$ cat config.mk
export PLATFORM = sky130hd
export DESIGN_NAME = sha256_iter_core_flat
export DESIGN_NICKNAME = d
export VERILOG_FILES = /design/src/rtl/sha256_iter_core_if.sv /design/src/rtl/sha256_iter_core.sv /design/src/flat_wrapper.sv
export SDC_FILE = /design/constraint.sdc
export NUM_CORES = 2
export LEC_CHECK = 0
export CAP_MARGIN = 20
export CORE_MARGIN = 4
export CORE_UTILIZATION = 40
export CTS_CLUSTER_SIZE = 20
export DETAILED_ROUTE_END_ITERATION = 10
export HOLD_SLACK_MARGIN = 0.06
export PLACE_DENSITY = 0.63
export SYNTH_ARGS = -nofsm -noshare
export SYNTH_HDL_FRONTEND = slang
export SYNTH_SLANG_ARGS = --single-unit
$ cat constraint.sdc
create_clock -name i_clk -period 9.08 [get_ports i_clk]
set_clock_uncertainty 0.05 [all_clocks]
set_input_delay 2.724 -clock i_clk [delete_from_list [all_inputs] [get_ports i_clk]]
set_output_delay 2.724 -clock i_clk [all_outputs]
set_load 0.05 [all_outputs]
$ cat src/rtl/sha256_iter_core_if.sv
// Block/digest handshake bundle between the padding front end and sha256_iter_core.
// i_mode exists only when SHA2_SHA224_EN is defined.
interface sha256_iter_core_if;
    logic         i_start;
    logic         i_first;
`ifdef SHA2_SHA224_EN
    logic         i_mode;
`endif
    logic [511:0] i_data;
    logic         o_ready;
    logic         o_busy;
    logic         o_done;
    logic [255:0] o_vout;

`ifdef SHA2_SHA224_EN
    modport master (output i_start, i_first, i_mode, i_data,
                    input  o_ready, o_busy, o_done, o_vout);
    modport slave  (input  i_start, i_first, i_mode, i_data,
                    output o_ready, o_busy, o_done, o_vout);
`else
    modport master (output i_start, i_first, i_data,
                    input  o_ready, o_busy, o_done, o_vout);
    modport slave  (input  i_start, i_first, i_data,
                    output o_ready, o_busy, o_done, o_vout);
`endif
endinterface

$ cat src/rtl/sha256_iter_core.sv
// Iterative SHA-256 compression core, RPC rounds per clock, internally held chaining value.
// Optional SHA-224 mode (IV select + truncated output) is enabled by defining SHA2_SHA224_EN.
module sha256_iter_core #(
    parameter int RPC = 1
) (
    input  logic              i_clk,
    input  logic              i_rst,
    sha256_iter_core_if.slave bus
);

    generate
        if (RPC != 1 && RPC != 2 && RPC != 4) begin : g_bad_rpc
            $error("sha256_iter_core: RPC must be 1, 2 or 4");
        end
    endgenerate

    localparam logic [0:63][31:0] K = {
        32'h428a2f98, 32'h71374491, 32'hb5c0fbcf, 32'he9b5dba5, 32'h3956c25b, 32'h59f111f1, 32'h923f82a4, 32'hab1c5ed5,
        32'hd807aa98, 32'h12835b01, 32'h243185be, 32'h550c7dc3, 32'h72be5d74, 32'h80deb1fe, 32'h9bdc06a7, 32'hc19bf174,
        32'he49b69c1, 32'hefbe4786, 32'h0fc19dc6, 32'h240ca1cc, 32'h2de92c6f, 32'h4a7484aa, 32'h5cb0a9dc, 32'h76f988da,
        32'h983e5152, 32'ha831c66d, 32'hb00327c8, 32'hbf597fc7, 32'hc6e00bf3, 32'hd5a79147, 32'h06ca6351, 32'h14292967,
        32'h27b70a85, 32'h2e1b2138, 32'h4d2c6dfc, 32'h53380d13, 32'h650a7354, 32'h766a0abb, 32'h81c2c92e, 32'h92722c85,
        32'ha2bfe8a1, 32'ha81a664b, 32'hc24b8b70, 32'hc76c51a3, 32'hd192e819, 32'hd6990624, 32'hf40e3585, 32'h106aa070,
        32'h19a4c116, 32'h1e376c08, 32'h2748774c, 32'h34b0bcb5, 32'h391c0cb3, 32'h4ed8aa4a, 32'h5b9cca4f, 32'h682e6ff3,
        32'h748f82ee, 32'h78a5636f, 32'h84c87814, 32'h8cc70208, 32'h90befffa, 32'ha4506ceb, 32'hbef9a3f7, 32'hc67178f2
    };

    localparam logic [255:0] IV256 = {
        32'h6a09e667, 32'hbb67ae85, 32'h3c6ef372, 32'ha54ff53a,
        32'h510e527f, 32'h9b05688c, 32'h1f83d9ab, 32'h5be0cd19
    };
`ifdef SHA2_SHA224_EN
    localparam logic [255:0] IV224 = {
        32'hc1059ed8, 32'h367cd507, 32'h3070dd17, 32'hf70e5939,
        32'hffc00b31, 32'h68581511, 32'h64f98fa7, 32'hbefa4fa4
    };
`endif

    typedef enum logic [1:0] {IDLE, ROUND, FINAL} state_t;

    state_t        state, state_next;
    logic [5:0]    count, count_next, k_idx;
    logic [31:0]   w [16];
    logic [31:0]   wk [8];
    logic [31:0]   hv [8];
    logic [31:0]   w_rnd [16];
    logic [31:0]   wk_rnd [8];
    logic [31:0]   t1, t2, w_new;
    logic [255:0]  digest_new, iv_sel, vout_q;
    logic          done_q, ready_c, busy_c, accept, do_round, do_final;
`ifdef SHA2_SHA224_EN
    logic          mode_q;
`endif

    function automatic logic [31:0] rotr(input logic [31:0] x, input int n);
        return (x >> n) | (x << (32 - n));
    endfunction

    function automatic logic [31:0] bsig0(input logic [31:0] x);
        return rotr(x, 2) ^ rotr(x, 13) ^ rotr(x, 22);
    endfunction

    function automatic logic [31:0] bsig1(input logic [31:0] x);
        return rotr(x, 6) ^ rotr(x, 11) ^ rotr(x, 25);
    endfunction

    function automatic logic [31:0] ssig0(input logic [31:0] x);
        return rotr(x, 7) ^ rotr(x, 18) ^ (x >> 3);
    endfunction

    function automatic logic [31:0] ssig1(input logic [31:0] x);
        return rotr(x, 17) ^ rotr(x, 19) ^ (x >> 10);
    endfunction

    assign count_next = count + 6'(RPC);

    always_ff @(posedge i_clk) begin
        if (i_rst) state <= IDLE;
        else       state <= state_next;
    end

    // The round counter wrapping to zero marks the last round batch.
    always_comb begin
        state_next = state;
        case (state)
            IDLE:    if (bus.i_start) state_next = ROUND;
            ROUND:   if (count_next == 6'd0) state_next = FINAL;
            FINAL:   state_next = IDLE;
            default: state_next = IDLE;
        endcase
    end

    always_comb begin
        ready_c  = (state == IDLE);
        busy_c   = (state == ROUND) || (state == FINAL);
        accept   = ready_c && bus.i_start;
        do_round = (state == ROUND);
        do_final = (state == FINAL);
    end

    always_comb begin
        iv_sel = IV256;
`ifdef SHA2_SHA224_EN
        if (bus.i_mode) iv_sel = IV224;
`endif
    end

    // Chain RPC rounds combinationally; W[0] of the shift register is always W[t] for the current round.
    always_comb begin
        w_rnd  = w;
        wk_rnd = wk;
        t1     = '0;
        t2     = '0;
        w_new  = '0;
        k_idx  = count;
        for (int r = 0; r < RPC; r++) begin
            k_idx = count + 6'(r);
            t1 = wk_rnd[7] + bsig1(wk_rnd[4]) + ((wk_rnd[4] & wk_rnd[5]) ^ (~wk_rnd[4] & wk_rnd[6]))
                 + K[k_idx] + w_rnd[0];
            t2 = bsig0(wk_rnd[0]) + ((wk_rnd[0] & wk_rnd[1]) ^ (wk_rnd[0] & wk_rnd[2]) ^ (wk_rnd[1] & wk_rnd[2]));
            w_new = ssig1(w_rnd[14]) + w_rnd[9] + ssig0(w_rnd[1]) + w_rnd[0];
            for (int i = 0; i < 15; i++) w_rnd[i] = w_rnd[i + 1];
            w_rnd[15] = w_new;
            for (int i = 7; i > 0; i--) wk_rnd[i] = wk_rnd[i - 1];
            wk_rnd[4] = wk_rnd[4] + t1;
            wk_rnd[0] = t1 + t2;
        end
    end

    always_comb begin
        digest_new = '0;
        for (int i = 0; i < 8; i++) digest_new[255 - 32*i -: 32] = wk[i] + hv[i];
    end

    // hv keeps the full H0..H7 for chaining even when the visible SHA-224 output is truncated.
    always_ff @(posedge i_clk) begin
        if (i_rst) begin
            count  <= '0;
            done_q <= 1'b0;
            vout_q <= '0;
            for (int i = 0; i < 16; i++) w[i] <= '0;
            for (int i = 0; i < 8; i++) begin
                wk[i] <= '0;
                hv[i] <= '0;
            end
`ifdef SHA2_SHA224_EN
            mode_q <= 1'b0;
`endif
        end else begin
            done_q <= do_final;
            if (accept) begin
                count <= '0;
                for (int i = 0; i < 16; i++) w[i] <= bus.i_data[511 - 32*i -: 32];
                for (int i = 0; i < 8; i++) begin
                    if (bus.i_first) begin
                        hv[i] <= iv_sel[255 - 32*i -: 32];
                        wk[i] <= iv_sel[255 - 32*i -: 32];
                    end else begin
                        wk[i] <= hv[i];
                    end
                end
`ifdef SHA2_SHA224_EN
                mode_q <= bus.i_mode;
`endif
            end else if (do_round) begin
                count <= count_next;
                w     <= w_rnd;
                wk    <= wk_rnd;
            end else if (do_final) begin
                for (int i = 0; i < 8; i++) hv[i] <= digest_new[255 - 32*i -: 32];
`ifdef SHA2_SHA224_EN
                vout_q <= mode_q ? {digest_new[255:32], 32'h0} : digest_new;
`else
                vout_q <= digest_new;
`endif
            end
        end
    end

    assign bus.o_ready = ready_c;
    assign bus.o_busy  = busy_c;
    assign bus.o_done  = done_q;
    assign bus.o_vout  = vout_q;

endmodule

$ cat src/flat_wrapper.sv
// flat-port wrapper written by rule: the top's interface ports become plain ports
module sha256_iter_core_flat 
#(
    parameter int RPC = 1
)
  (i_clk, i_rst, bus_i_start, bus_i_first, bus_i_data, bus_o_ready, bus_o_busy, bus_o_done, bus_o_vout);
  sha256_iter_core_if bus_i ();
  input  logic i_clk;
  input  logic i_rst;
  input wire logic [$bits(bus_i.i_start)-1:0] bus_i_start;
  input wire logic [$bits(bus_i.i_first)-1:0] bus_i_first;
  input wire logic [$bits(bus_i.i_data)-1:0] bus_i_data;
  output wire logic [$bits(bus_i.o_ready)-1:0] bus_o_ready;
  output wire logic [$bits(bus_i.o_busy)-1:0] bus_o_busy;
  output wire logic [$bits(bus_i.o_done)-1:0] bus_o_done;
  output wire logic [$bits(bus_i.o_vout)-1:0] bus_o_vout;
  assign bus_i.i_start = bus_i_start;
  assign bus_i.i_first = bus_i_first;
  assign bus_i.i_data = bus_i_data;
  assign bus_o_ready = bus_i.o_ready;
  assign bus_o_busy = bus_i.o_busy;
  assign bus_o_done = bus_i.o_done;
  assign bus_o_vout = bus_i.o_vout;
  sha256_iter_core #(.RPC(RPC)) u_core (.i_clk(i_clk), .i_rst(i_rst), .bus(bus_i));
endmodule
# After elaboration in Yosys (flattened, before gate mapping)
# Memory sizes are Yosys's and may differ from the RTL's.
# Cells that the tools add are included.
# W data, S select, Z words.
# word_totals
reg_bits	1033
ramBits	256
mem_bits_ro	2048
in_bits	516
out_inout_bits	259
elab_cells	152
n_memories	2
# classes
add_sub_neg	19
magnitude_cmp	1
n_eq_ne	4
n_mux	44
bitwise	46
reduce_logical	8
# mem_list
memory	words	width	read_ports	rd_ports_with_merged_regs	wr	line	text
(no name shown)	64	32	1	0	0	sha256_iter_core.sv:119	+ K[k_idx] + w_rnd[0];
u_core.hv	8	32	8	0	8	sha256_iter_core.sv:45	logic [31:0] hv [8];
# ops
operator	n
$mux W512	2
$mux W32	26
$add A32 B32 Y32	18
$mux W256	2
$xor A32 B32 Y32	9
$and A32 B32 Y32	5
$not A32 Y32	1
$or A10 B32 Y32	1
$or A13 B32 Y32	1
$or A14 B32 Y32	1
$or A15 B32 Y32	1
$or A19 B32 Y32	1
$or A21 B32 Y32	1
$or A25 B32 Y32	1
$or A26 B32 Y32	1
$or A30 B32 Y32	1
$or A7 B32 Y32	1
$xor A32 B22 Y32	1
$xor A32 B29 Y32	1
$or A1 B1 Y1	16
$mux W1	11
$ge A7 B7 Y1 const B	1
$not A6 Y7	1
$add A6 B1 Y6 const B	1
other kinds (14)	17

# Depth between registers and ports, before layout
# depth
depth_word	10
depth_mapped	41
ltp_nobuf	39

# Worst setup path after synthesis
# OpenSTA, ideal clock, no wires.
# synth_timing
path_kind	register -> register
from	register u_core.count[1]
to	register u_core.wk[253] in the netlist's numbering
setup_ps	91
t_arrival_ps	8754
required_ps	8939
setup_slack_ps	185
stages_incl_launch_ff	38
n_path_buf	3
synth_period_minus_slack_ps	8895
cell_sequence	dfxtp_1 clkbuf_1 inv_2 ha_1 clkbuf_1 buf_1 o221ai_1 mux4_2 fa_1 fa_1 fa_1 inv_1 ha_1 inv_1 fa_1 nor2b_1 o31a_1 o211ai_1 (+2 left out) a21boi_0 o21ai_0 nand2b_1 a21o_1 a21oi_1 xnor2_1 fa_1 ha_1 nor2b_1 o21ai_0 nand2b_1 or3_1 a31oi_1 o41ai_1 and2_1 o31a_1 or4_1 a311oi_1
# synth_between
elab_chain_len	9
# synth_rtl
element	line	text
start: declaration	sha256_iter_core.sv:42	logic [5:0] count, count_next, k_idx;
start signal: assignment	sha256_iter_core.sv:166	count <= count_next;
$not A6 Y7 (implied by the code)	sha256_iter_core.sv:119	
$mem_v2 Z64 W32	--	
$mux W32 (implied by the code) (2 in a row)	sha256_iter_core.sv:119	
$add A32 B32 Y32 (2 in a row)	sha256_iter_core.sv:119	
$add A32 B32 Y32	sha256_iter_core.sv:126	wk_rnd[0] = t1 + t2;
$mux W256	sha256_iter_core.sv:165	end else if (do_round) begin
$mux W256	sha256_iter_core.sv:151	if (accept) begin
end signal: indexed assignment	sha256_iter_core.sv:157	wk[i] <= iv_sel[255 - 32*i -: 32];
end signal: indexed assignment	sha256_iter_core.sv:159	wk[i] <= hv[i];
end signal: assignment	sha256_iter_core.sv:168	wk <= wk_rnd;
end: declaration	sha256_iter_core.sv:44	logic [31:0] wk [8];
# Every way passes these cells. The select of a mux whose other input is x is not followed.
# A chain may end at the register's enable or synchronous reset.

# Worst setup path after layout
# layout_timing
from	register u_core.count[0]
to	register u_core.wk[255] in the netlist's numbering
# The elaborated chain is that of the path after synthesis.

==> impl_metrics.env <==
export IMPL_synth_edf_count=224
export IMPL_whs_path_depth=2
export IMPL_insertion_delay_ns=0.83
export IMPL_numClockSinks=1289
export IMPL_avgSynthCellArea_um2=9.04
export IMPL_synth_area_um2=80600
export IMPL_final_util_pct=48.6
export IMPL_drc_errors=0
export IMPL_dp_cells=12000
export IMPL_fin_area_um2=97300
export IMPL_crit_path_end_kind="flop"
export IMPL_total_power_mw=49.0
export IMPL_cts_tree="yes"
export IMPL_netlist_top_cells_area="dfxtp_1 (26%), mux2i_1 (12%), edfxtp_1 (8.3%)"
export IMPL_overflow=0
export IMPL_critPathArrivalTime_ns=9.43
export IMPL_wl_um=339000
export IMPL_viasPerCell=5.80
export IMPL_critPathBufInv=7
export IMPL_hold_path_class="flop to flop"
export IMPL_gp_congestion=0.966
export IMPL_num_io_pins=775
export IMPL_worst_hold_path_endpoint="u_core.bus.o_vout[208]"
export IMPL_power_frac_clock_pct=13.4
export IMPL_r2r_worst_path_cells=31
export IMPL_synthCells=8914
export IMPL_synth_most_common_cell="nor2_1"
export IMPL_core_um2=200000
export IMPL_wl_per_cell_um=27.7
export IMPL_grt_pass1_wl_um=486000
export IMPL_cts_hold_buf=0
export IMPL_outcome="completed"
export IMPL_synth_top_cell_area_share_pct=26.5
export IMPL_start_util_pct=40.3
export IMPL_fp_dieW_um=457
export IMPL_ys_ff_latch=1289
export IMPL_yosysTopAreaCell="dfxtp_1"
export IMPL_holdWs_ns=0.425
export IMPL_antenna_found_initial=10
export IMPL_synthArstFlopShare_pct=0
export IMPL_cpMaxStageDelayCell="a21oi_1"
export IMPL_fmax_mhz=114
export IMPL_seq_area_um2=28100
export IMPL_io_buffer_count=774
export IMPL_place_area_um2=91700
export IMPL_fin_crit_sh_pct=96.2
export IMPL_slowest_delay_ns=0.68
export IMPL_internal_power_mw=24.8
export IMPL_synthTopCellsByCount="nor2_1 (1230), dfxtp_1 (1065), mux2i_1 (935), a211oi_1 (725), clkbuf_1 (544)"
export IMPL_multi_input_area_um2=49000
export IMPL_fin_crit_ns=8.74
export IMPL_worstSetupPathType="flop to flop"
export IMPL_cap_violations=0
export IMPL_worst_hold_startpoint="u_core.bus.o_vout[208]"
export IMPL_dp_hpwl_um=257000
export IMPL_drt_iter0_markers=6754
export IMPL_layout_drive_gt1_share_pct=7.04
export IMPL_required_ns=9.78
export IMPL_grt_usage_pct=31.2
export IMPL_final_cells=12300
export IMPL_grt_max_degree=209
export IMPL_pwr_density_cell_nw_per_um2=504
export IMPL_firstDrtPassIters=7
export IMPL_area_delta_synth_final_pct=20.8
export IMPL_reg2reg_slack_ns=0.34
export IMPL_crit_family="adder cells"
export IMPL_r2r_start="u_core.count[0]"
export IMPL_ys_types=92
export IMPL_drv_slew=0
export IMPL_ant_nets=0
export IMPL_critPathMaxFanout=20
export IMPL_synth_warnings=0
export IMPL_vias=71100
export IMPL_slew_headroom_pct=17.2
export IMPL_p_seq_share_pct=16.7
export IMPL_p_sw_mw=24.2
export IMPL_finalSetupViolCount=0
export IMPL_cts_made_buffers=152
export IMPL_hold_violations=0
export IMPL_grt_pass1_vias=69300
export IMPL_yosys_most_used_dff="dfxtp_1"
export IMPL_worst_slew_pin_slew_ns=1.24
export IMPL_design_die_area_um2=209000
export IMPL_netSwitchingFraction_pct=49.4
export IMPL_max_clock_path_buffers=3
export IMPL_pwr_share_comb_pct=69.9
export IMPL_ys_seq_area_share_pct=34.8
export IMPL_nFillCells=18900
export IMPL_rows=164
export IMPL_die_h_um=457
export IMPL_rr_endpoint="u_core.wk[255]"
export IMPL_p_leak_nw=38.5
export IMPL_synth_nets=10000
export IMPL_critPathLaunchType="flop"
export IMPL_ir_worst_vdd_mv=1.03
export IMPL_root_buffer="clkbuf_16"
export IMPL_nets=10600
export IMPL_path_clk_slew_ns=0.06
export IMPL_htreeDepth=4
[worst min-delay path: cells and delay by family, from the launching register on]
| family | cells | cell delay, ns |
|---|---|---|
| flip-flops | 1 | 0.31 |
| AO/OA/AOI/OAI | 1 | 0.05 |
| AND/OR/NAND/NOR | 1 | 0.06 |
[cell usage in the layout, fill, tap and decap left out, drive strengths merged, types with 24 or more instances in the layout]
| cell type | synthesis | layout |
|---|---|---|
| nor2 | 1230 | 1230 |
| dfxtp | 1065 | 1065 |
| mux2i | 935 | 935 |
| clkdlybuf4s50 | 0 | 772 |
| a211oi | 727 | 727 |
| xnor2 | 418 | 418 |
| a21oi | 418 | 418 |
| ha | 397 | 397 |
| inv | 344 | 352 |
| nand2 | 312 | 312 |
| o21ai | 302 | 302 |
| buf | 124 | 300 |
| edfxtp | 224 | 224 |
| clkbuf | 544 | 215 |
| fa | 195 | 195 |
| nor3 | 192 | 192 |
| a21o | 192 | 192 |
| xor2 | 162 | 162 |
| a31oi | 141 | 141 |
| nand3 | 104 | 104 |
| and2 | 97 | 97 |
| nand2b | 96 | 96 |
| nor2b | 83 | 83 |
| o21a | 67 | 67 |
| clkinv | 2 | 44 |
| and3 | 43 | 43 |
| o22ai | 37 | 37 |
| or3 | 37 | 37 |
| o21bai | 36 | 36 |
| o211ai | 33 | 33 |
| maj3 | 24 | 24 |
[through the flow]
step | setup WS [ns] | setup TNS [ns]
after floorplan | 0.185 | 0
after global routing | -0.0450 | -0.0688
after CTS | 0.0111 | 0
after global placement | 0.0415 | 0
after detailed placement | -0.0258 | -0.0258
final | 0.344 | 0
[cell type report]
| class | instances | area share [%] |
|---|---|---|
| antenna | 7 | 0.0180 |
| clock buffer | 215 | 4.69 |
| clock inverter | 63 | 0.859 |
| inverter | 346 | 1.33 |
| multi-input combinational | 6611 | 50.3 |
| sequential | 1289 | 28.8 |
| tap | 2656 | 3.42 |
| timing repair buffer | 1072 | 10.5 |
[flip-flops by register name (all words and copies together), names as in the netlist]
| name | cells |
|---|---|
| u_core.count | 6 |
| u_core.state | 2 |
| u_core.hv | 256 |
| u_core.bus.o_done | 1 |
| u_core.w | 512 |
| u_core.bus.o_vout | 256 |
| u_core.wk | 256 |
[worst max-delay path by stage]
stage                          startpoint        endpoint  slack (ns)  depth (start not counted)
after floorplan           u_core.count[1]  u_core.wk[253]        0.19                         37
after global placement    u_core.count[0]  u_core.wk[253]        0.04                         39
after detailed placement  u_core.count[0]  u_core.wk[253]       -0.03                         36
after CTS                 u_core.count[1]  u_core.wk[253]        0.01                         35
after global routing      u_core.count[0]  u_core.wk[253]       -0.04                         41
final                     u_core.count[0]  u_core.wk[255]        0.34                         31
[cells by family after synthesis]
logic type | after synthesis | share of synthesized area, %
multiplexers | 964 | 12.1
flip-flops | 1289 | 34.8
buffers and inverters | 1014 | 4.72
XOR/XNOR | 581 | 6.33
AND/OR/NAND/NOR | 2283 | 12.6
AO/OA/AOI/OAI | 2167 | 18.1
adder cells (fa/ha/maj) | 616 | 11.3
[metal layers]
metal | vias to the layer above | global-route usage [%] | routed length, µm
met4 | 6 | 17.2 | 22200
met3 | 645 | 5.31 | 22700
met5 | - | 0 | 34
li1 | 32900 | - | -
met1 | 34700 | 40.0 | 141000
met2 | 2867 | 49.9 | 153000
[power groups by stage]
stage	logic [mW]	clock network [mW]	registers [mW]
after global routing	37.1	6.90	8.22
after global placement	33.1	0	8.26
final	34.2	6.57	8.20
after floorplan	21.8	0	7.79
after CTS	33.5	6.68	8.15
after detailed placement	33.2	0	8.27
[what timing repair did]
item | CTS | global route
endpoints found under the hold margin | 0 | 0
setup endpoints to repair | 1 | 12
pin swaps | 0 | 5
buffers inserted | 0 | 1
gates resized for setup | 3 | 40
Power figures use the tool's default switching activity.
